<file path="src/rtl/mac_pipe_ctrl.sv">
// Flow controller for the shift-add multiply/sum pipeline: per-stage valid tracking,
// bubble-collapsing load enables, drain/flush sequencing. `PIPE_PERF_CNT_EN adds perf counters.
`timescale 1ns/1ps
module mac_pipe_ctrl #(
   parameter int STAGES = 4,
   parameter int OCC_W  = $clog2(STAGES + 1),
   parameter int CNT_W  = 16
) (
   input  logic              clk,
   input  logic              rst,
   input  logic              in_valid,
   output logic              in_ready,
   output logic              out_valid,
   input  logic              out_ready,
   output logic [STAGES-1:0] stage_en,
   output logic [STAGES-1:0] stage_vld,
   input  logic              flush,
   input  logic              drain_req,
   output logic              drain_done,
   output logic              busy,
   output logic [OCC_W-1:0]  occupancy
`ifdef PIPE_PERF_CNT_EN
   ,
   output logic [CNT_W-1:0]  acc_cnt,
   output logic [CNT_W-1:0]  stall_cnt
`endif
);

   if (STAGES < 2 || CNT_W < 1) begin : g_bad_cfg
      $error("mac_pipe_ctrl: STAGES must be >= 2 and CNT_W >= 1");
   end

   typedef enum logic [1:0] {IDLE, RUN, DRAIN} state_e;

   state_e              state_q, state_d;
   logic [STAGES-1:0]   vld_q, vld_d;
   logic                drain_done_q, drain_done_d;
   logic                accept;

   // A stage may load when it is empty or when everything downstream moves,
   // so bubbles are squeezed out before intake stalls.
   always_comb begin
      logic chain;
      chain                = ~vld_q[STAGES-1] | out_ready;
      stage_en             = '0;
      stage_en[STAGES-1]   = chain;
      for (int i = STAGES - 2; i >= 0; i--) begin
         chain       = ~vld_q[i] | chain;
         stage_en[i] = chain;
      end
      if (flush) stage_en = '0;
      in_ready = stage_en[0] & (state_q != DRAIN) & ~flush;
      accept   = in_valid & in_ready;
   end

   always_comb begin
      vld_d = vld_q;
      if (stage_en[0]) vld_d[0] = accept;
      for (int i = 1; i < STAGES; i++) begin
         if (stage_en[i]) vld_d[i] = vld_q[i-1];
      end
      if (flush) vld_d = '0;
   end

   // Next-state: flush wins over everything and retires any pending drain as empty.
   always_comb begin
      state_d      = state_q;
      drain_done_d = 1'b0;
      if (flush) begin
         state_d      = IDLE;
         drain_done_d = (state_q == DRAIN) | drain_req;
      end else begin
         case (state_q)
            IDLE: begin
               if (drain_req)   state_d = DRAIN;
               else if (accept) state_d = RUN;
            end
            RUN: begin
               if (drain_req)          state_d = DRAIN;
               else if (vld_d == '0)   state_d = IDLE;
            end
            DRAIN: begin
               if (vld_d == '0) begin
                  state_d      = IDLE;
                  drain_done_d = 1'b1;
               end
            end
            default: state_d = IDLE;
         endcase
      end
   end

   always_ff @(posedge clk) begin
      if (rst) begin
         state_q      <= IDLE;
         vld_q        <= '0;
         drain_done_q <= 1'b0;
      end else begin
         state_q      <= state_d;
         vld_q        <= vld_d;
         drain_done_q <= drain_done_d;
      end
   end

   always_comb begin
      out_valid  = vld_q[STAGES-1];
      stage_vld  = vld_q;
      drain_done = drain_done_q;
      busy       = (|vld_q) | (state_q != IDLE);
      occupancy  = '0;
      for (int i = 0; i < STAGES; i++) begin
         occupancy = occupancy + OCC_W'(vld_q[i]);
      end
   end

`ifdef PIPE_PERF_CNT_EN
   logic [CNT_W-1:0] acc_cnt_q, acc_cnt_d;
   logic [CNT_W-1:0] stall_cnt_q, stall_cnt_d;

   // Both counters stick at all-ones rather than wrapping.
   always_comb begin
      acc_cnt_d   = acc_cnt_q;
      stall_cnt_d = stall_cnt_q;
      if (flush) begin
         acc_cnt_d   = '0;
         stall_cnt_d = '0;
      end else begin
         if (accept && acc_cnt_q != '1) acc_cnt_d = acc_cnt_q + 1'b1;
         if (out_valid && !out_ready && stall_cnt_q != '1) stall_cnt_d = stall_cnt_q + 1'b1;
      end
   end

   always_ff @(posedge clk) begin
      if (rst) begin
         acc_cnt_q   <= '0;
         stall_cnt_q <= '0;
      end else begin
         acc_cnt_q   <= acc_cnt_d;
         stall_cnt_q <= stall_cnt_d;
      end
   end

   assign acc_cnt   = acc_cnt_q;
   assign stall_cnt = stall_cnt_q;
`endif

endmodule

</file>
<file path="config.mk">
export PLATFORM = sky130hd
export DESIGN_NAME = mac_pipe_ctrl
export DESIGN_NICKNAME = d
export VERILOG_FILES = /design/src/rtl/mac_pipe_ctrl.sv
export SDC_FILE = /design/constraint.sdc
export NUM_CORES = 1
export LEC_CHECK = 0
export BUFFER_PORTS_ARGS = -buffer_cell sky130_fd_sc_hd__buf_4
export CAP_MARGIN = 10
export CORE_AREA = 10 10 47 49
export DETAILED_ROUTE_END_ITERATION = 10
export DIE_AREA = 0 0 57 59
export HOLD_SLACK_MARGIN = 0.1
export PLACE_DENSITY = 0.56
export SLEW_MARGIN = 20
export SYNTH_ARGS = -nofsm -noshare
export SYNTH_HDL_FRONTEND = slang
export SYNTH_SLANG_ARGS = --single-unit
</file>
<file path="constraint.sdc">
create_clock -name clk -period 1.8 [get_ports clk]
set_input_delay 0.18 -clock clk [delete_from_list [all_inputs] [get_ports clk]]
set_output_delay 0.18 -clock clk [all_outputs]
set_load 0.03 [all_outputs]
</file>
Word-level counts from Yosys, hierarchy flattened
Index checks and enable logic that the tools add are counted.

Input port bits: 6. Output and inout port bits: 15. Word-level logic and storage cells: 43. Register bits after elaboration: 7.

Multiplexer cells: 14. $add $sub $neg: 3. Bitwise gates (word level): 14. Reduce and logical (&&, ||, !) cells: 5. Equality and inequality tests: 4.

Operator list (count): $mux W2 (4); $mux W4 (2); $mux W1 (7); $or A1 B1 Y1 (6); $pmux W2 S3 (1); $not A1 Y1 (5); $logic_not A4 Y1 (1); $reduce_or A4 Y1 (1); $add A2 B1 Y3 (1); $add A3 B1 Y3 (1); $and A1 B1 Y1 (3); $ne A3 B3 Y1 const B (1); $add A1 B1 Y2 (1); $eq A2 B1 Y1 const B (1); $eq A2 B2 Y1 const B (1); $logic_not A2 Y1 (1); $ne A2 B2 Y1 const B (1); $reduce_bool A2 Y1 (1); $reduce_or A2 Y1 (1).

Depth between registers and ports, before layout
Gate-level depths: netlist of run 1.

Depth after elaboration: 15. Mapped depth: 5. Depth with buffers taken out: 5.

Least setup slack after synthesis of run 1
OpenSTA, ideal clock, no wires.

Path type: register -> output. Start point: register vld_q[0], in the netlist stage_vld[0]. End point: output occupancy[1]. Setup slack: -196 ps. Buffers on the path: 0. Stages on the path, launching flop included: 6. Data arrival time: 1816 ps. Required time: 1620 ps. Path through: dfxtp_1 -> inv_1 -> fa_1 -> inv_1 -> ha_1 -> ha_1.

Cells in the longest elaborated chain, start to end: 3.

RTL lines: start: declaration (RTL line 36) `logic [STAGES-1:0] vld_q, vld_d;`; start signal: assignment (RTL line 100) `vld_q <= vld_d;`; $add A1 B1 Y2 (RTL line 112) `occupancy = occupancy + OCC_W'(vld_q[i]);`; $add A2 B1 Y3 (RTL line 112); $add A3 B1 Y3 (RTL line 112); end: declaration (RTL line 21) `output logic [OCC_W-1:0] occupancy`.

No other way between the ends.

Final worst setup path of run 1
Start point: register vld_q[3], in the netlist stage_vld[3]. End point: output occupancy[1].

Cells in the longest elaborated chain, start to end: 1.

RTL lines (RTL line): $add A3 B1 Y3 (112).

No other way between the ends.

==> key figures, run 1 <==
Status
  – Outcome: finished with violations
  – Failing checks: setup timing

Logic synthesis
  – Yosys reg bits: 7
  – Post-synthesis cell count: 48
  – Post-synthesis mux area share: 0%
  – Synth Area in Simple Gates: 30.0%
  – Post-Synth Adder-Cell Area: 13.4%
  – Xor-xnor portion of the synthesized cell area: 0%
  – Seq/Total Area, Yosys: 32.7%
  – Syn avg cell area: 8.94 µm²
  – Post-synth design cell area: 429 µm²
  – Compound-Gate Fraction of Synth Area: 15.2%
  – Largest family of logic cells by synthesized area: simple AND/OR/NAND/NOR gates
  – Post-synth cell types: 25
  – Synth Net Count: 58
  – Yosys warning count: 0

Route
  – Iteration count of the initial detailed-routing pass: 4
  – Residual DRC: 0
  – Starting DRT DRC Count: 1
  – Post-DR vias/cell: 4.70
  – Final wirelength: 1170 µm
  – Post-route ant nets: 0
  – Routed WL per cell: 13.1 µm
  – Vias: 418

Global route
  – Largest net degree at the start of global routing: 11
  – Antenna violations before repair: 0
  – M1 GR Usage: 8.36%
  – GRT busiest layer: met2
  – Total grt overflow: 0
  – Global-route wire length before repair: 1980 µm
  – Vias in the first global route: 433
  – GR Util met3: 5.15%
  – GR Layer Usage met2: 10.9%
  – GRT Util Overall: 7.23%

Clock tree
  – Sink Count: 7
  – CTS Hold Bufs: 0
  – H-Tree Depth: 1
  – Clock buffer depth: 2
  – CTS tree: yes
  – CTS clk-pin slew, worst paths: 0.05 ns
  – CTS Buf Count: 3
  – Worst-Skew Late Latency: 0.25 ns
  – CTS Root Cell: clkbuf_4
  – Setup bufs post-CTS: 0

Worst setup path
  – Crit end category: output port
  – CP Data Required Time: 1.62 ns
  – Crit path launch: stage_vld[3]$_SDFF_PP0_
  – Reg2Reg Launch Point: stage_vld[3]$_SDFF_PP0_
  – Arr. time, crit path: 1.73 ns
  – Kind of start point of the critical path: flip-flop
  – Crit Path Max Fanout: 2
  – Setup CP Type: reg2out

Die
  – Die Area: 3360 µm²
  – Die Wd: 57 µm
  – Initial Util: 30.6%
  – Core area: 1400 µm²
  – # rows: 14
  – Die height: 59 µm
  – Num ports: 21

Layout
  – Area Overhead vs Synth: 57.1%
  – Final instance area: 674 µm²
  – Non-filler cells, final: 89
  – Antenna Cells: 0
  – NumNets Final: 84
  – Ratio of cells with drive above 1 in the final layout: 49.3%

Place
  – Area after DPL: 614 µm²
  – IO buf count: 20
  – DPL Wire Length: 932 µm
  – DP Cell Count: 85
  – GP Congestion: 0.773
  – Dpl ws: 0.0543 ns

Timing
  – Worst setup margin: -0.110 ns
  – Final count of negative-setup-slack endpoints: 2
  – Final min period: 1.91 ns
  – Relative slew margins: 74.1%
  – RSZ-0062 raised after global routing: true
  – WHS: 0.116 ns
  – Clock Skew: 0.00208 ns
  – Worst-margin pin slew: 0.388 ns
  – Slew Viols, Final: 0
  – FMAX: 524 MHz
  – Hold Vio Cnt, Final: 0
  – Final Cycle Share: 106%

Min path
  – Type of the tightest min-delay check: in2reg
  – HP Start: rst

Power and ir drop
  – Peak supply drop: 290 µV
  – PD cells: 589 nW/µm²
  – Total power: 0.397 mW
  – Leakage: 0.308 nW

Run
  – MaxCap Viol Count: 0
-- synth_stat cells, drive strengths merged --
cell / number / share of area, %
nand2b: 1 / 1.5
nor4: 2 / 4.4
nand2: 2 / 1.7
fa: 1 / 4.7
nor3: 2 / 2.3
nor2b: 1 / 1.5
and2b: 2 / 3.5
o22ai: 1 / 1.5
a21oi: 3 / 3.5
nand4bb: 1 / 2.6
nor2: 5 / 4.4
and2: 1 / 2.0
o41ai: 1 / 2.0
and4b: 1 / 2.3
dfxtp: 7 / 33
ha: 3 / 8.7
nand3b: 1 / 1.7
nor4b: 1 / 2.0
o21a: 3 / 5.2
inv: 5 / 4.4
o21ai: 1 / 1.2
buf: 2 / 4.4
a21boi: 1 / 1.7
-- critical path: stages, from the launching register on --
cell     delay (ns)
dfxtp_4        0.34
inv_2          0.03
fa_1           0.54
inv_2          0.05
ha_4           0.15
ha_4           0.25
buf_6          0.12
-- per-layer routing --
metal	routed length, µm	vias to the layer above
met1	485	188
met2	567	13
met5	0	-
li1	-	217
met4	0	0
met3	116	0
-- repair_timing --
action / CTS / global route
pin swaps: 1 / 0
cloned: 0 / 0
endpoints found under the setup margin: 3 / 3
gates resized for setup: 9 / 0
-- kinds of logic after synthesis --
logic type,count (synthesis)
AOI/OAI and AO/OA,10
adders and majority gates,4
buffers and inverters,7
DFF,7
and+or+nand+nor,20
-- layout by cell type, fill, tap and decap left out --
cell type,count
dfxtp_2,1
buf_4,20
nand3b_1,1
nand2_1,2
ha_4,2
o22ai_1,1
nor4_2,1
nor4b_1,1
dfxtp_1,4
nor2_1,5
a21oi_1,3
and2b_1,2
nand4bb_1,1
a21boi_0,1
buf_6,3
nand2b_1,1
o41ai_1,1
and2_4,1
inv_2,3
fa_1,1
nor2b_1,1
ha_1,1
o21ai_0,1
dfxtp_4,2
inv_1,2
nor4_1,1
o21a_1,3
nor3_1,2
clkbuf_4,3
clkbuf_1,1
and4b_1,1
-- final timing paths --
| check | slack [ns] | endpoint | cells past startpoint |
|---|---|---|---|
| min reg2reg | 0.51 | state_q[0]$_SDFFE_PP0P_ | 2 |
| max | -0.11 | occupancy[1] | 6 |
| max reg2reg | 0.52 | state_q[1]$_SDFFE_PP0P_ | 4 |
| min | 0.12 | drain_done$_SDFF_PP0_ | 2 |
-- registers in the layout (all words and copies together), names as in the netlist --
signal / count
stage_vld: 4
state_q: 2
drain_done: 1
-- cell type report --
| class | instances | area, µm² |
|---|---|---|
| fillers | 155 | 727 |
| repair buffers | 23 | 184 |
| well taps | 16 | 20.0 |
| multi-input cells | 34 | 277 |
| inverters | 5 | 18.8 |
| clock buffers | 4 | 26.3 |
| flip-flops and latches | 7 | 149 |
-- per-stage QoR --
stage	setup TNS [ns]	util, %
floorplan	0	-
global placement	0	43.8
detailed placement	0	43.8
CTS	-0.160	48.1
global route	-0.249	48.1
finish	-0.132	48.1
-- power by group --
group	switching (mW)	leakage [nW]	internal, mW
sequential	0.00290	0.0590	0.157
clock	0.0609	0.0150	0.0848
combinational	0.0527	0.234	0.0387
Power figures use the tool's default switching activity.
==> run 2, diff against run 1 <==
--- a/config.mk
+++ b/config.mk
@@ -7,9 +7,10 @@
 export LEC_CHECK = 0
 export BUFFER_PORTS_ARGS = -buffer_cell sky130_fd_sc_hd__buf_4
 export CAP_MARGIN = 10
-export CORE_AREA = 10 10 47 49
+export CORE_AREA = 2 2 39 41
+export CTS_CLUSTER_SIZE = 14
 export DETAILED_ROUTE_END_ITERATION = 10
-export DIE_AREA = 0 0 57 59
+export DIE_AREA = 0 0 41 43
 export HOLD_SLACK_MARGIN = 0.1
 export PLACE_DENSITY = 0.56
 export SLEW_MARGIN = 20
==> run 2 against run 1 <==
The flow still finishes with violations (setup timing). Register-to-register slack better by 0.06 ns. Clock power about the same. Clock skew up 0.0023 ns. Setup slack worse by 0.00089 ns. Final cell count unchanged. Critical endpoint unchanged. Non-clock buffer count did not move. Largest power group unchanged. Die area is 48% lower. Via count grew 0.48%. Count of clock-buffer cells in the layout stayed put. Worst hold slack better by 0.0038 ns. Power decreased by 0.30%.
==> key figures, run 2 (synthesis gave the netlist of run 1 again) <==
Route
  – Final wirelength: 1010 µm (-14%)
  – Post-DR vias/cell: 4.72 (+0.48%)
  – Vias: 420 (+0.48%)
  – Iteration count of the initial detailed-routing pass: 4 (unchanged)
  – Post-route ant nets: 0 (unchanged)
  – Residual DRC: 0 (unchanged)
  – Starting DRT DRC Count: 12 (+11)
  – Routed WL per cell: 11.3 µm (-14%)

Die
  – Die Area: 1760 µm² (-48%)
  – Die height: 43 µm (-27%)
  – # rows: 14 (unchanged)
  – Die Wd: 41 µm (-28%)
  – Core area: 1380 µm² (-1.2%)
  – Num ports: 21 (unchanged)
  – Initial Util: 31.0% (+0.39 points)

Timing
  – Worst setup margin: -0.111 ns (-0.000888 ns)
  – RSZ-0062 raised after global routing: true
  – Final TNS setup: -0.128 ns (+0.00450 ns)
  – Worst-margin pin slew: 0.387 ns (-0.00129 ns)
  – Relative slew margins: 74.2% (+0.086 points)
  – Hold Vio Cnt, Final: 0 (unchanged)
  – Final Cycle Share: 106% (about the same)
  – FMAX: 523 MHz (about the same)
  – Final min period: 1.91 ns (+0.000888 ns)
  – Final count of negative-setup-slack endpoints: 2 (unchanged)
  – Clock Skew: 0.00442 ns (+0.00235 ns)
  – Slew Viols, Final: 0 (unchanged)
  – WHS: 0.120 ns (+0.00385 ns)

Power and ir drop
  – Sw Ratio: 29.1% (-0.21 points)
  – PD cells: 587 nW/µm² (-0.30%)
  – Gate power share: 22.8% (-0.2 points)
  – Leakage: 0.308 nW (about the same)
  – Internal power: 0.281 mW (about the same)
  – Clock share of power: 36.7% (about the same)
  – Peak supply drop: 281 µV (-2.9%)
  – Net Sw Power: 0.115 mW (-1.0%)
  – Seq pwr share: 40.5% (+0.2 points)

Run
  – MaxCap Viol Count: 0 (unchanged)

Clock tree
  – H-Tree Depth: 1 (unchanged)
  – CTS clk-pin slew, worst paths: 0.06 ns (about the same)
  – Worst-Skew Late Latency: 0.25 ns (about the same)
  – Sink Count: 7 (unchanged)
  – Clock buffer depth: 2 (unchanged)
  – CTS tree: yes
  – Setup bufs post-CTS: 0 (unchanged)
  – CTS Buf Count: 3 (unchanged)
  – CTS Root Cell: clkbuf_4

Layout
  – Final core occ: 48.7% (+0.61 points)
  – Antenna Cells: 0 (unchanged)
  – Ratio of cells with drive above 1 in the final layout: 50.7% (+1.4 points)
  – NumNets Final: 84 (unchanged)
  – Most common cell after layout, fill and taps aside: buf_4
  – Non-filler cells, final: 89 (unchanged)
  – Max reg flops: 4 (unchanged)
  – Area Overhead vs Synth: 57.1% (unchanged)
  – Most frequent cells in the layout: 20 x buf_4, 5 x nor2_1, 4 x inv_2, 4 x dfxtp_1

Worst setup path
  – Crit Path Max Fanout: 2 (unchanged)
  – Crit-path cells: inv_2, fa_1, inv_2, ha_4, ha_4, buf_6
  – Worst reg-to-reg path cell count: 3 (-1)
  – Setup CP Type: reg2out
  – R2R Setup Slk: 0.58 ns (+0.06 ns)
  – CP Data Required Time: 1.62 ns (about the same)
  – Max incr delay on CP: 0.54 ns (about the same)
  – Critical path destination: occupancy[1]
  – Kind of start point of the critical path: flip-flop
  – Reg2Reg Launch Point: stage_vld[2]$_SDFF_PP0_
  – Arr. time, crit path: 1.73 ns (about the same)
  – Worst path slowest cell: fa_1
  – Reg-to-reg endpoint: stage_vld[0]$_SDFF_PP0_
  – Crit path launch: stage_vld[3]$_SDFF_PP0_
  – Crit end category: output port

Min path
  – Type of the tightest min-delay check: in2reg

Status
  – Failing checks: setup timing
  – Outcome: finished with violations

Global route
  – GRT Util Overall: 13.4% (+6.2 points)
  – Largest net degree at the start of global routing: 11 (unchanged)
  – Antenna violations before repair: 0 (unchanged)
  – Total grt overflow: 0 (unchanged)
  – Vias in the first global route: 362 (-16%)
  – Global-route wire length before repair: 1540 µm (-22%)

Place
  – GP Congestion: 0.752 (-2.7%)
  – IO buf count: 20 (unchanged)
  – DP Cell Count: 85 (unchanged)
  – DPL Wire Length: 759 µm (-19%)
  – Dpl ws: 0.0486 ns (-0.00565 ns)
-- run 2: cell types whose count changed in the layout (fill, tap and decap cells not counted) --
cell and change:
inv_1 -1, inv_2 +1
-- run 2: final cells by class --
type / instances / area (µm²)
Sequential cell: 7 / 149
Fill cell: 151 / 709
Timing Repair Buffer: 23 / 184
Tap cell: 16 / 20.0
Multi-Input combinational cell: 34 / 277
Clock buffer: 4 / 26.3
Inverter: 5 / 18.8
-- run 2: worst min-delay path by stage --
stage,from,endpoint,slack [ns],cells after the start
CTS,rst,drain_done$_SDFF_PP0_,0.11,2
global placement,rst,drain_done$_SDFF_PP0_,0.38,2
detailed placement,rst,drain_done$_SDFF_PP0_,0.38,2
global route,rst,drain_done$_SDFF_PP0_,0.11,2
finish,rst,drain_done$_SDFF_PP0_,0.12,2
floorplan,rst,drain_done$_SDFF_PP0_,0.25,1
-- run 2: power groups by stage --
stage	combinational, mW	clock [mW]	sequential [mW]
floorplan	0.0473	0	0.170
global placement	0.0876	0	0.163
detailed placement	0.0872	0	0.163
CTS	0.0908	0.153	0.160
global route	0.0963	0.159	0.161
finish	0.0902	0.146	0.160
-- run 2: stage by stage --
stage	area [µm²]	power, mW
after floorplan	440	0.217
after global placement	614	0.251
after detailed placement	614	0.251
after CTS	674	0.404
after global routing	674	0.416
final	674	0.396
-- run 2: critical path: cells and delay by family, from the launching register on --
family	cells	cell delay, ns
adder cells (fa/ha/maj)	3	0.94
buffers and inverters	3	0.20
flip-flops	1	0.34
-- run 2: layer usage --
metal,wire length [µm],GRT usage [%],vias to the layer above,share of wire [%]
met4,17,10.0,0,1.7
met1,480,16.7,188,48
met5,0,0,-,0
met3,61,4.71,2,6.1
met2,448,18.1,14,44
li1,-,-,216,-
-- run 2: repair_timing --
action                                  in CTS  in global routing
resized for setup                            8                  2
endpoints found under the setup margin       3                  3
hold buffers                                 0                  0
pin swaps                                    2                  1
gates cloned                                 0                  0
